<file path="config.mk">
export PLATFORM = sky130hd
export DESIGN_NAME = dpram_arbiter
export DESIGN_NICKNAME = d
export VERILOG_FILES = /design/src/rtl/dpram_pkg.sv /design/src/rtl/rr_arbiter.sv /design/src/rtl/dpram_arbiter.sv
export SDC_FILE = /design/constraint.sdc
export NUM_CORES = 1
export LEC_CHECK = 0
export BUFFER_PORTS_ARGS = -buffer_cell sky130_fd_sc_hd__buf_2
export CAP_MARGIN = 30
export CORE_AREA = 4 4 80 82
export DETAILED_ROUTE_END_ITERATION = 16
export DIE_AREA = 0 0 84 86
export PLACE_DENSITY = 0.69
export SLEW_MARGIN = 10
export SYNTH_ARGS = -nofsm -noshare
export SYNTH_HDL_FRONTEND = slang
export SYNTH_HIERARCHICAL = 1
export SYNTH_SLANG_ARGS = --single-unit
</file>
<file path="constraint.sdc">
create_clock -name clk -period 2.9 [get_ports clk]
set_clock_uncertainty 0.15 [all_clocks]
set_input_delay 0.58 -clock clk [delete_from_list [all_inputs] [get_ports clk]]
set_output_delay 0.58 -clock clk [all_outputs]
set_load 0.005 [all_outputs]
</file>
<file path="src/rtl/dpram_pkg.sv">
// Shared constants and helpers for the dual-port RAM arbiter.
package dpram_pkg;

   localparam int DEF_NREQ  = 2;
   localparam int DEF_WIDTH = 32;
   localparam int DEF_DEPTH = 1024;

   // Ceiling log2, usable in parameter expressions; clog2(1) = 0.
   function automatic int clog2(input int value);
      int r;
      int v;
      r = 0;
      v = value - 1;
      while (v > 0) begin
         r = r + 1;
         v = v >> 1;
      end
      return r;
   endfunction

   localparam int DEF_AW = clog2(DEF_DEPTH);

endpackage

</file>
<file path="src/rtl/rr_arbiter.sv">
// Round-robin arbiter: the winner is the first request at or after the pointer,
// searching upward modulo NREQ; the pointer moves past the winner on each grant.
module rr_arbiter
   import dpram_pkg::*;
#(
   parameter  int NREQ = DEF_NREQ,
   localparam int PW   = (NREQ > 1) ? clog2(NREQ) : 1
) (
   input  logic            clk,
   input  logic            rst,
   input  logic [NREQ-1:0] req,
   input  logic            en,
   output logic [NREQ-1:0] gnt,
   output logic [PW-1:0]   gnt_idx
);

   logic [PW-1:0] r_ptr;
   logic [PW-1:0] w_idx;
   logic          w_any;

   // gnt_idx is the winner even when en is low, so the caller can inspect the
   // candidate (e.g. for a hazard check) before deciding to enable the grant.
   // NOTE: every variable written here gets a default first, so no path leaves
   // it unassigned and no latch is inferred.
   always_comb begin
      w_idx = '0;
      w_any = 1'b0;
      for (int o = 0; o < NREQ; o++) begin
         if (!w_any && req[(int'(r_ptr) + o) % NREQ]) begin
            w_any = 1'b1;
            w_idx = PW'((int'(r_ptr) + o) % NREQ);
         end
      end
   end

   always_comb begin
      gnt = '0;
      if (en && w_any) begin
         gnt[w_idx] = 1'b1;
      end
   end

   assign gnt_idx = w_idx;

   // NOTE: state registers use non-blocking assignments so every flop samples
   // the pre-edge values, independent of process evaluation order.
   always_ff @(posedge clk) begin
      if (rst) begin
         r_ptr <= '0;
      end else if (en && w_any) begin
         r_ptr <= (w_idx == PW'(NREQ - 1)) ? '0 : w_idx + PW'(1);
      end
   end

endmodule

</file>
<file path="src/rtl/dpram_arbiter.sv">
// Shares one dual-port RAM (write port A, registered read port B) among NREQ
// requesters. Optional macro DPRAM_ARB_FWD_EN forwards same-address write data
// to a same-cycle read instead of stalling the read.
module dpram_arbiter
   import dpram_pkg::*;
#(
   parameter  int NREQ  = DEF_NREQ,
   parameter  int WIDTH = DEF_WIDTH,
   parameter  int DEPTH = DEF_DEPTH,
   localparam int AW    = clog2(DEPTH),
   localparam int PW    = (NREQ > 1) ? clog2(NREQ) : 1
) (
   input  logic                  clk,
   input  logic                  rst,
   input  logic [NREQ-1:0]       req_valid,
   output logic [NREQ-1:0]       req_ready,
   input  logic [NREQ-1:0]       req_we,
   input  logic [NREQ*AW-1:0]    req_addr,
   input  logic [NREQ*WIDTH-1:0] req_wdata,
   output logic [NREQ-1:0]       rsp_valid,
   output logic [WIDTH-1:0]      rsp_data,
   output logic                  ram_wen,
   output logic [AW-1:0]         ram_addra,
   output logic [WIDTH-1:0]      ram_dina,
   output logic                  ram_ren,
   output logic [AW-1:0]         ram_addrb,
   input  logic [WIDTH-1:0]      ram_doutb
);

   logic [NREQ-1:0]  w_wr_cand;
   logic [NREQ-1:0]  w_rd_cand;
   logic [NREQ-1:0]  w_wr_gnt;
   logic [NREQ-1:0]  w_rd_gnt;
   logic [PW-1:0]    w_wr_idx;
   logic [PW-1:0]    w_rd_idx;
   logic             w_wr_any;
   logic             w_rd_any;
   logic [AW-1:0]    w_wr_addr;
   logic [AW-1:0]    w_rd_addr;
   logic [WIDTH-1:0] w_wr_data;
   logic             w_hazard;
   logic             w_wr_en;
   logic             w_rd_en;

   logic             r_rd_pending;
   logic [PW-1:0]    r_rd_owner;

   assign w_wr_cand = req_valid & req_we;
   assign w_rd_cand = req_valid & ~req_we;
   assign w_wr_any  = |w_wr_cand;
   assign w_rd_any  = |w_rd_cand;

   assign w_wr_addr = req_addr[int'(w_wr_idx)*AW +: AW];
   assign w_rd_addr = req_addr[int'(w_rd_idx)*AW +: AW];
   assign w_wr_data = req_wdata[int'(w_wr_idx)*WIDTH +: WIDTH];

   // A write always issues when present, so the hazard only depends on whether
   // the read winner targets the write winner's address.
   assign w_hazard = w_wr_any && w_rd_any && (w_wr_addr == w_rd_addr);
   assign w_wr_en  = !rst;
`ifdef DPRAM_ARB_FWD_EN
   assign w_rd_en  = !rst;
`else
   assign w_rd_en  = !rst && !w_hazard;
`endif

   rr_arbiter #(.NREQ(NREQ)) u_wr_arb (
      .clk     (clk),
      .rst     (rst),
      .req     (w_wr_cand),
      .en      (w_wr_en),
      .gnt     (w_wr_gnt),
      .gnt_idx (w_wr_idx)
   );

   rr_arbiter #(.NREQ(NREQ)) u_rd_arb (
      .clk     (clk),
      .rst     (rst),
      .req     (w_rd_cand),
      .en      (w_rd_en),
      .gnt     (w_rd_gnt),
      .gnt_idx (w_rd_idx)
   );

   assign req_ready = w_wr_gnt | w_rd_gnt;

   assign ram_wen   = |w_wr_gnt;
   assign ram_addra = ram_wen ? w_wr_addr : '0;
   assign ram_dina  = ram_wen ? w_wr_data : '0;

   assign ram_ren   = |w_rd_gnt;
   assign ram_addrb = ram_ren ? w_rd_addr : '0;

   always_ff @(posedge clk) begin
      if (rst) begin
         r_rd_pending <= 1'b0;
         r_rd_owner   <= '0;
      end else begin
         r_rd_pending <= ram_ren;
         r_rd_owner   <= w_rd_idx;
      end
   end

`ifdef DPRAM_ARB_FWD_EN
   logic             r_fwd_hit;
   logic [WIDTH-1:0] r_fwd_data;

   // The RAM returns old data for a same-cycle same-address read, so the
   // write data is kept here and substituted in the response cycle.
   always_ff @(posedge clk) begin
      if (rst) begin
         r_fwd_hit  <= 1'b0;
         r_fwd_data <= '0;
      end else begin
         r_fwd_hit  <= ram_ren && ram_wen && (ram_addra == ram_addrb);
         r_fwd_data <= ram_dina;
      end
   end
`endif

   // Gating with rst drops a response whose read was accepted just before reset.
   always_comb begin
      rsp_valid = '0;
      rsp_data  = '0;
      if (r_rd_pending && !rst) begin
         rsp_valid[r_rd_owner] = 1'b1;
`ifdef DPRAM_ARB_FWD_EN
         rsp_data = r_fwd_hit ? r_fwd_data : ram_doutb;
`else
         rsp_data = ram_doutb;
`endif
      end
   end

endmodule

</file>
==> key figures <==
Outcome
  – Status: finished with violations
  – Violated checks: negative setup slack

Logic synthesis
  – Post-Syn Area: 1390 sq um
  – Yosys reg bits: 4
  – Cell taking the most area after synthesis: mux2i_1
  – Distinct cell type count after synthesis: 21
  – Sequential fraction of the synthesis area: 5.76%
  – Syn_nets: 324
  – Yosys top cell area share: 37.4%
  – Average size of a mapped cell: 6.88 sq um
  – Yosys Warn Count: 6
  – Area contributors post-synth: mux2i_1 37%, and2_1 17%, nor2_1 15%, dfxtp_1 5.8%, xnor2_1 4.4%
  – Mapped Cells: 202

Setup path
  – Reg2Reg Depth: 10
  – Reg-to-Reg Start: u_rd_arb/r_ptr$_SDFFE_PP0P_
  – Crit end category: output port
  – CP Class: in -> out
  – Most frequent CP cell: nor2_4
  – Reg-to-reg endpoint: r_rd_pending$_SDFF_PP0_
  – Crit path launch type: input port
  – CP max stage delay: 0.19 ns
  – Crit-path slowest cell: o21a_1
  – CP max FO: 6
  – R2R setup slack: 0.99 ns
  – Worst path arrival time: 2.20 ns
  – CP Cell Sequence: buf_6, nor2b_4, nand2b_1, and2_4, xnor2_2, a21oi_1, o21a_1, nand2_1, a21oi_2, nor2_4, buf_8, nor2_4, buf_2
  – WP data required: 2.17 ns

Global route
  – GRT Util Overall: 15.2%
  – Gr ovfl total: 0
  – Vias in the first global route: 2,017
  – Largest net degree at the start of global routing: 36
  – First-pass GRT wire length: 9270 um
  – Antenna violations before repair: 0

Floorplanning
  – # rows: 28
  – I/O Pins: 212
  – Die W: 84 um
  – Core footprint: 5750 sq um
  – Starting Density: 24.2%
  – Die Ht: 86 um
  – Die area: 7220 sq um

Place
  – GP Congestion: 0.783
  – Post-DP HPWL: 5010 um
  – Number of port buffers: 211

CTS
  – Worst-case clock buffer depth: 2
  – Hold_buf cts: 0
  – Root Buffer: clkbuf_8
  – Reg clk slew, reported paths: 0.03 ns
  – H-tree depth reported by CTS: 1
  – CTS tree: yes
  – Clock Latency Late Sink: 0.22 ns
  – Clock sink count: 4
  – CTS Buf Count: 3

Timing
  – Hold WS: 0.355 ns
  – Fin worst setup slack: -0.0345 ns
  – Hold Vio Cnt, Final: 0
  – Slew @ Worst Pin: 0.305 ns
  – Slew headroom: 79.1%
  – Tmin final: 2.93 ns
  – Slew Limit Fails: 0
  – RSZ-0062 raised after global routing: true
  – Period utilization: 101%
  – Max Fclk: 341 MHz
  – Setup violators final: 10

Hold path
  – Min-delay src: u_wr_arb/r_ptr$_SDFFE_PP0P_
  – Worst hold path depth: 1
  – Hold endpoint: u_wr_arb/r_ptr$_SDFFE_PP0P_
  – HP Class: reg -> reg

Final layout
  – # diodes: 0
  – Final Util: 49.5%
  – Layout cells sized above 1: 61.1%
  – Area grow syn2layout: 105%
  – Final net count: 546

Route
  – Met3 wire len: 552 um
  – Top sig layer: met4
  – Drt via density: 4.32
  – M1 wire length: 2350 um
  – Remaining antenna violation count: 0
  – Routed length on met2: 3260 um
  – Wire per inst: 12.5 um
  – Vias: 2,149
  – DRC: 0
  – Initial DRC Count: 43
  – Drt total wl: 6230 um
  – 1st-pass router iterations: 4

Job
  – Max-Cap Viols: 0

Pwr
  – Peak VDD IR: 0.108 mV
  – Leak: 0.00164 uW
  – P per Cell Area: 186 nW/um^2
placed cells by master, fill, tap and decap left out, drive strengths merged:
cell type and count:
nor2 55, a21oi 5, inv 3, and2 37, nand4 2, clkbuf 3, nor2b 5, buf 231
o21a 1, xnor2 7, nand2b 2, nand2 2, nor4 1, a311oi 2, or2 2, dfxtp 4
and3 3, mux2i 52, xor2 5
routing by layer:
layer / vias to the layer above / GRT usage [%]
met5: - / 0
li1: 1108 / -
met1: 931 / 17.8
met3: 6 / 3.94
met4: 0 / 3.36
met2: 104 / 27.9
flip-flops by register name (all words and copies together) (netlist names):
register and flops:
u_wr_arb/r_ptr 1, r_rd_pending 1, u_rd_arb/r_ptr 1, r_rd_owner 1
kinds of logic (layout without fill, tap and decap cells):
group | after synthesis | in the layout | share of synthesized area [%]
and+or+nand+nor | 109 | 109 | 39.4
muxes | 52 | 52 | 37.4
buffers and inverters | 17 | 237 | 6.21
xor gates and xnor gates | 12 | 12 | 7.56
AOI/OAI and AO/OA | 8 | 8 | 3.60
DFF | 4 | 4 | 5.76
metrics by stage:
step	power [uW]	instances	worst slack [ns]	TNS, ns	area, sq um
after floorplan	204	202	0.0435	0	1390
after global placement	365	487	-0.0676	-0.647	2590
after detailed placement	370	487	-0.170	-1.66	2590
after CTS	507	493	0.00334	0	2700
after global routing	572	497	-0.163	-1.69	2840
final	530	497	-0.0345	-0.179	2840
report_power, final:
part / switching [uW] / internal (uW)
Sequential: 1.84 / 58.1
Clock: 32.1 / 88.8
Combinational: 157 / 193
Total: 191 / 340
critical path: cells and delay by family:
| kind | cells | cell delay (ns) |
|---|---|---|
| buffers and inverters | 3 | 0.37 |
| XOR/XNOR | 1 | 0.12 |
| AO/OA/AOI/OAI | 3 | 0.51 |
| AND/OR/NAND/NOR | 6 | 0.60 |
synthesized netlist by cell type:
master and number:
inv_1 3, nand4_1 2, a21oi_1 5, nor2b_1 5, a311oi_1 2, or2_2 2, and2_1 37, nor4_2 1
xnor2_1 7, and3_2 2, buf_2 6, nand2b_1 2, xor2_1 5, dfxtp_1 4, nor2_1 55, clkbuf_1 4
and3_1 1, o21a_1 1, buf_4 4, nand2_1 2, mux2i_1 52
layout make-up:
class                           count  area [sq um]
Fill cell                         584          2900
Multi-Input combinational cell    181          1340
Timing Repair Buffer              231          1280
Tap cell                           75          93.8
Sequential cell                     4          80.1
Clock buffer                        3          41.3
Inverter                            3          11.3
how the worst max path moves through the flow:
stage                             from            to  slack, ns
after detailed placement     req_we[0]  ram_addrb[0]      -0.17
after global placement       req_we[0]  ram_addrb[2]      -0.07
after CTS                    req_we[0]  ram_addrb[5]      0.003
final                        req_we[0]  ram_addrb[1]      -0.03
after global routing      req_valid[0]  ram_addrb[2]      -0.16
after floorplan           req_valid[0]  ram_addrb[1]       0.04
repair_timing:
item                       CTS  global route
setup endpoints to repair   12            14
buffers inserted             2             4
pin swaps                    3            19
resized for setup           14            29
cloned                       1             0
No activity file was read; power rests on OpenSTA's default activity.
